===== config.mk =====
export PLATFORM = sky130hd
export DESIGN_NAME = vga_pixel_fifo
export DESIGN_NICKNAME = d
export VERILOG_FILES = /design/src/rtl/vga_pixel_fifo.sv
export SDC_FILE = /design/constraint.sdc
export NUM_CORES = 1
export LEC_CHECK = 0
export BUFFER_PORTS_ARGS = -buffer_cell sky130_fd_sc_hd__buf_2
export CORE_MARGIN = 5
export CORE_UTILIZATION = 30
export DETAILED_ROUTE_END_ITERATION = 10
export GPL_ROUTABILITY_DRIVEN = 0
export HOLD_SLACK_MARGIN = 0.1
export SLEW_MARGIN = 25
export SYNTH_ARGS = -nofsm -noshare
export SYNTH_HDL_FRONTEND = slang
export SYNTH_SLANG_ARGS = --single-unit

===== constraint.sdc =====
create_clock -name clk -period 2.7 [get_ports clk]
set_input_delay 0.405 -clock clk [delete_from_list [all_inputs] [get_ports clk]]
set_output_delay 0.405 -clock clk [all_outputs]
set_load 0.02 [all_outputs]

===== src/rtl/vga_pixel_fifo.sv =====
// rtl/vga_pixel_fifo.sv - RGB332 rate-decoupling pixel FIFO feeding the VGA output stage
//
// Purpose: buffers producer pixels and hands one out per pix_req with a
// registered 1-cycle latency. An empty FIFO never stalls the display: the
// request returns BLANK_COLOR and latches the sticky underflow flag.
//
// Optional build macro: VGA_PIXFIFO_UFCNT_EN adds the 16-bit saturating
// underflow event counter output uf_count.
//
// Ports:
//   clk        in   pixel/system clock, rising edge
//   rst        in   asynchronous active-high reset
//   wr_data    in   [7:0] RGB332 pixel from producer
//   wr_valid   in   producer pixel valid
//   wr_ready   out  FIFO not full (depends on level only)
//   pix_req    in   display pulls next pixel this cycle
//   flush      in   synchronous clear, wins over read/write in its cycle
//   data       out  [7:0] registered pixel to VGA stage
//   underflow  out  sticky: a request arrived while empty
//   level      out  [DEPTH_LOG2:0] occupancy 0..2^DEPTH_LOG2
//   uf_count   out  [15:0] underflow events, saturating (macro only)

module vga_pixel_fifo #(
    parameter int         DEPTH_LOG2  = 4,
    parameter logic [7:0] BLANK_COLOR = 8'h00
) (
    input  logic                  clk,
    input  logic                  rst,
    input  logic [7:0]            wr_data,
    input  logic                  wr_valid,
    output logic                  wr_ready,
    input  logic                  pix_req,
    input  logic                  flush,
    output logic [7:0]            data,
    output logic                  underflow,
    output logic [DEPTH_LOG2:0]   level
`ifdef VGA_PIXFIFO_UFCNT_EN
    ,
    output logic [15:0]           uf_count
`endif
);

    localparam int DEPTH = 1 << DEPTH_LOG2;
    localparam logic [DEPTH_LOG2:0] FULL_LEVEL = {1'b1, {DEPTH_LOG2{1'b0}}};

    logic [7:0]            mem [DEPTH];
    logic [DEPTH_LOG2-1:0] wp;
    logic [DEPTH_LOG2-1:0] rp;
    logic                  do_write;
    logic                  do_read;
    logic                  do_underflow;

    assign wr_ready     = (level != FULL_LEVEL);
    // A flush cycle discards any concurrent transfer.
    assign do_write     = wr_valid && wr_ready && !flush;
    // Reads look only at the registered level, so a pixel written this
    // cycle into an empty FIFO is not bypassed to the output.
    assign do_read      = pix_req && (level != '0) && !flush;
    assign do_underflow = pix_req && (level == '0) && !flush;

    // Storage is deliberately left out of reset.
    always_ff @(posedge clk) begin
        if (do_write) begin
            mem[wp] <= wr_data;
        end
    end

    always_ff @(posedge clk or posedge rst) begin
        if (rst) begin
            wp        <= '0;
            rp        <= '0;
            level     <= '0;
            underflow <= 1'b0;
            data      <= BLANK_COLOR;
        end else if (flush) begin
            wp        <= '0;
            rp        <= '0;
            level     <= '0;
            underflow <= 1'b0;
            data      <= BLANK_COLOR;
        end else begin
            if (do_write) begin
                wp <= wp + 1'b1;
            end
            if (do_read) begin
                data <= mem[rp];
                rp   <= rp + 1'b1;
            end else if (do_underflow) begin
                data      <= BLANK_COLOR;
                underflow <= 1'b1;
            end
            case ({do_write, do_read})
                2'b10:   level <= level + 1'b1;
                2'b01:   level <= level - 1'b1;
                default: level <= level;
            endcase
        end
    end

`ifdef VGA_PIXFIFO_UFCNT_EN
    always_ff @(posedge clk or posedge rst) begin
        if (rst) begin
            uf_count <= '0;
        end else if (flush) begin
            uf_count <= '0;
        end else if (do_underflow && (uf_count != 16'hFFFF)) begin
            uf_count <= uf_count + 16'd1;
        end
    end
`endif

endmodule


# --- After elaboration in Yosys (flattened, before gate mapping) ---
# Memories as Yosys holds them, arrays and structs flattened.
# Index checks and enable logic that the tools add are counted.
totals:
  regBits: 22
  ramBits: 128
  inputBits: 13
  out_inout_bits: 15
  wordCells: 43
  memories: 1
mem_list:
  columns: ["name", "depth", "word_bits", "read_ports", "rd_ports_with_merged_regs", "wr", "line_no", "text"]
  rows:
  - ["mem", 16, 8, 1, 0, 1, "46", "logic [7:0] mem [DEPTH];"]
classes:
  add_sub_neg: 4
  eq_ne: 4
  mux: 14
  n_reduce_logical: 15
ops:
  columns: ["op", "n"]
  rows:
  - ["2-to-1 mux 8 bit", 3]
  - ["2-to-1 mux 4 bit", 4]
  - ["one-hot mux 5 bit (2 select lines)", 1]
  - ["adder 4 x 1 -> 4 bit (second input constant)", 2]
  - ["logical AND 1 bit", 6]
  - ["nonzero test 2 bit", 3]
  - ["nonzero test 3 bit", 2]
  - ["adder 5 x 1 -> 5 bit (second input constant)", 1]
  - ["logical NOT 5 bit", 1]
  - ["2-to-1 mux 1 bit", 5]
  - ["2-to-1 mux 5 bit", 1]
  - ["inequality test 5 bit (second input constant)", 1]
  - ["nonzero test 5 bit", 1]
  - ["subtractor 5 x 1 -> 5 bit (second input constant)", 1]
  - ["equality test 2 x 1 -> 1 bit (second input constant)", 1]
  - ["equality test 2 bit (second input constant)", 1]
  - ["inequality test 2 bit (second input constant)", 1]
  - ["AND reduction 2 bit", 1]
  - ["logical NOT 1 bit", 1]

# --- Longest topological paths before layout ---
logic_depth:
  depth_word: 6
  depth_mapped: 12
  mapped_depth_nobuf: 10

# --- Least setup slack after synthesis ---
# Ideal clock, no wire load.
synth_timing:
  path_type: "reg-to-reg"
  from: "reg level[1]"
  to: "reg level[4]"
  setup_time_ns: 0.128
  arrival_ns: 2.630
  path_slack_ns: -0.058
  path_stages_with_launch: 13
  cell_sequence: "dfrtp_1 -> buf_6 -> or4_1 -> buf_2 -> nand2_1 -> and2_1 -> xor2_1 -> ha_1 -> o31ai_1 -> a21oi_1 -> a21boi_0 -> mux2i_1 -> o21ai_0"
synth_via:
  elab_chain_cells: 6
  elab_cells_between_ends: 13
  cone_classes: "add/sub (2); eq/ne (3); mux (2); reduce/logical (6)"
synth_lines:
  columns: ["item", "line_no", "text"]
  rows:
  - ["start: declaration", "36", "output logic [DEPTH_LOG2:0] level"]
  - ["start signal: assignment", "93", "2'b10: level <= level + 1'b1;"]
  - ["start signal: assignment", "94", "2'b01: level <= level - 1'b1;"]
  - ["start signal: assignment", "95", "default: level <= level;"]
  - ["inequality test 5 bit / nonzero test 5 bit (equally long branches)", "53, 58", null]
  - ["logical AND 1 bit, on equally long branches (2 in series)", "55, 58", null]
  - ["equality test 2 x 1 -> 1 bit / equality test 2 bit (equally long branches)", "92", "case ({do_write, do_read})"]
  - ["one-hot mux 5 bit (2 select lines)", "92", null]
  - ["2-to-1 mux 5 bit", "75", "end else if (flush) begin"]
# Several ways; a longest one is shown, not always the timed one.
# A chain may end at the register's enable or synchronous reset.

# --- Worst setup path in the final report ---
layout_timing:
  from: "reg level[0]"
  to: "reg level[2]"
# Same word-level chain as after synthesis.

==> impl_results.rst <==
.. list-table::
   :header-rows: 1

   * - Metric
     - Value
   * - Outcome
     - finished, final reports clean
   * - DRT Pass-1 Iters
     - 4
   * - Leftover overflow at the end of global routing
     - 0
   * - Maximum net fanout on the critical path
     - 6
   * - Post-DRT Antenna Nets
     - 0
   * - Reg2reg path depth
     - 8
   * - Final HPWL DP
     - 7870 µm
   * - Std-Cell Core Area
     - 20100 µm²
   * - Max-cap violations
     - 0
   * - Arrival time worst endpoint
     - 2890 ps
   * - Slew at the pin closest to its max-slew limit
     - 848 ps
   * - Critical path type
     - register to register
   * - Predominant post-synthesis flop cell
     - sky130_fd_sc_hd__edfxtp_1
   * - Synth warn
     - 0
   * - Cells traversed along the worst timing path
     - or4_1 -> nand2_1 -> and2_1 -> xor2_1 -> ha_2 -> or4_1 -> a21o_1 -> a21oi_2
   * - Insertion delay to the later sink of the worst-skew pair
     - 430 ps
   * - Fraction of synthesis flops using an asynchronous set or reset pin
     - 14.7%
   * - Final wirelength
     - 12300 µm
   * - Met3 Routed Length
     - 804 µm
   * - Diode count
     - 0
   * - Starting density of the core
     - 30.3%
   * - Cell area after technology mapping
     - 6090 µm²
   * - Number of sinks driven by the clock tree
     - 150
   * - Met2 routed wirelength
     - 5980 µm
   * - Root buf cell
     - sky130_fd_sc_hd__clkbuf_16
   * - Synthesized instance count
     - 341
   * - Die height
     - 152 µm
   * - Buffer levels on the longest clock path
     - 2
   * - Synthesis-to-finish area growth
     - 20.3%
   * - Final critical-path required period
     - 2530 ps
   * - Type of destination of the critical path
     - register
   * - Reported leakage power
     - 0.00253 µW
   * - Die Outline Area
     - 23300 µm²
   * - Layout cells sized above 1
     - 30.0%
   * - Vias after detailed routing
     - 3232
   * - Detailed Route Iter0 Violations
     - 229
   * - Layout Cell Area excl Fill
     - 7330 µm²
   * - Cell with the most instances on the worst path
     - sky130_fd_sc_hd__or4_1
   * - H-Tree Level Count
     - 4
   * - Worst Clk Skew
     - 7.42 ps
   * - Type of the worst min-delay path
     - input port to asynchronous set/reset pin
   * - # hold bufs at CTS
     - 0
   * - Sum of routed wire segments on met1
     - 5420 µm
   * - Sequential element share of the synthesized area
     - 72.1%
   * - Post-synth EDFFs
     - 128
   * - Average routed wire per standard cell
     - 18.2 µm
   * - Via count of the first global-routing pass
     - 3362
   * - Remaining routing DRC violations
     - 0
   * - Largest vdd supply drop
     - 376 µV
   * - Vias per std cell
     - 4.78
   * - TritonCTS clock tree
     - built
   * - Global-route total usage across every layer
     - 11.1%
   * - Fmax achieved
     - 0.395 GHz
   * - Max-slew headroom at the worst pin
     - 43.4%
   * - Cell total after placement
     - 644
   * - Total cell area at the placement stage
     - 6690 µm²
   * - Number of buffers added on ports
     - 27
   * - Setup repair after global routing missed its margin
     - no
   * - Setup total negative slack
     - 0 ps
   * - Cell with the largest stage delay on the worst path
     - sky130_fd_sc_hd__or4_1
   * - Critical path data required time
     - 3050 ps
   * - Num CTS Buffers
     - 17
   * - Number of standard-cell rows in the floorplan
     - 52
   * - Wire length of the first global-routing pass
     - 19300 µm
   * - Synthesized flop and latch total
     - 150
   * - Startpoint types
     - register
   * - Ratio of final minimum period to clock period
     - 93.9%
   * - Top Metal Used
     - met4
   * - Peak per-stage delay on the critical path
     - 560 ps
   * - Total count of max-transition violations in the final report
     - 0
   * - Post-Layout Cell Count
     - 676
   * - Final setup violating endpoints
     - 0
   * - Clock slew at reported path FFs
     - 60 ps
   * - Maximum number of pins on one net before global-route repair
     - 36
   * - Fillers
     - 1849
   * - Number of nets in the synthesized netlist
     - 361
   * - Post-synthesis average cell area
     - 17.9 µm²
   * - Power density normalized to cell area
     - 892 nW/µm²
   * - Final net count
     - 413
   * - Cell variety after synth
     - 42
   * - Number of top-level pins
     - 28
   * - Total chip power
     - 6540 µW
   * - Final core occ
     - 36.5%
   * - Die X
     - 152 µm
   * - Number of antenna violations at the first check in global routing
     - 0
   * - Endpoints failing hold
     - 0
-- Yosys cell counts (5+ instances only) --
master / number / share of area, %
sky130_fd_sc_hd__edfxtp_1: 128 / 63
sky130_fd_sc_hd__nor2_1: 33 / 2.0
sky130_fd_sc_hd__mux4_2: 32 / 12
sky130_fd_sc_hd__dfrtp_1: 22 / 9.0
sky130_fd_sc_hd__nand2_1: 18 / 1.1
sky130_fd_sc_hd__a22oi_1: 16 / 2.0
sky130_fd_sc_hd__a22o_1: 8 / 1.2
sky130_fd_sc_hd__clkbuf_1: 8 / 0.49
sky130_fd_sc_hd__buf_2: 7 / 0.58
sky130_fd_sc_hd__ha_1: 7 / 1.4
sky130_fd_sc_hd__a21oi_1: 6 / 0.49
sky130_fd_sc_hd__inv_1: 5 / 0.31
-- layout make-up --
type / instances / area [µm²] / area share (%)
well taps: 270 / 338 / 4.61
clock inverters: 14 / 199 / 2.71
repair buffers: 51 / 340 / 4.64
multi-input cells: 168 / 1610 / 21.9
inverters: 5 / 18.8 / 0.256
flip-flops and latches: 150 / 4400 / 60.0
clock buffers: 18 / 429 / 5.86
-- cell usage in the layout, fill, tap and decap left out, drive strengths merged, types with 8 or more instances in the layout --
master and count:
nand2 18, inv 8, mux4 32, nor2 33, a22oi 16, clkbuf 18, edfxtp 128, buf 51
a22o 8, dfrtp 22
-- through the flow --
stage | hold slack [ps] | setup WS (ps)
4_1_cts | 161 | 106
5_1_grt | 211 | 6.14
3_5_place_dp | 492 | 127
6_report | 146 | 166
2_1_floorplan | 394 | 16.8
3_3_place_gp | 483 | 209
-- timing repair --
action,CTS,global route
setup endpoints to repair,0,1
resized for setup,0,6
setup buffers,0,0
-- cell families after synthesis --
kind of cell / after synthesis / share of synthesized area (%)
compound gates: 47 / 5.81
mux: 35 / 12.3
flops: 150 / 72.1
xor+xnor: 8 / 1.15
fa+ha+maj: 7 / 1.44
simple gates: 71 / 5.42
buf+inv: 23 / 1.70
-- critical path, delay by kind of cell (launching register included) --
family / cells / cell delay [ps]
flip-flops: 1 / 460
AND/OR/NAND/NOR: 4 / 1390
adder cells (fa/ha/maj): 1 / 210
XOR/XNOR: 1 / 90
AO/OA/AOI/OAI: 2 / 320
-- state kept, by name, summed over array words and instances, names as in the netlist --
name and cells:
data 8, level 5, mem 128, rp 4, underflow 1, wp 4
-- path summary, 6_finish.rpt --
kind | startpoint | endpoint | slack [ps]
hold reg to reg | underflow | underflow | 500
setup reg to reg | level[0] | level[2] | 170
setup / recovery | level[0] | level[2] | 170
hold / removal | rst | level[4] | 150
max in group asynchronous | rst | level[2] | 1980
min in group clk | flush | level[4] | 330
-- metal layers --
| metal | GRT usage [%] | vias to the layer above |
|---|---|---|
| li1 | - | 1464 |
| met1 | 14.3 | 1654 |
| met2 | 17.4 | 105 |
| met3 | 3.52 | 9 |
| met4 | 4.37 | 0 |
| met5 | 0 | - |
-- power breakdown --
part / switching, µW / internal [µW]
registers: 110 / 2630
logic: 719 / 608
clock network: 919 / 1560
Note: power is estimated with default switching activity, not from simulation.
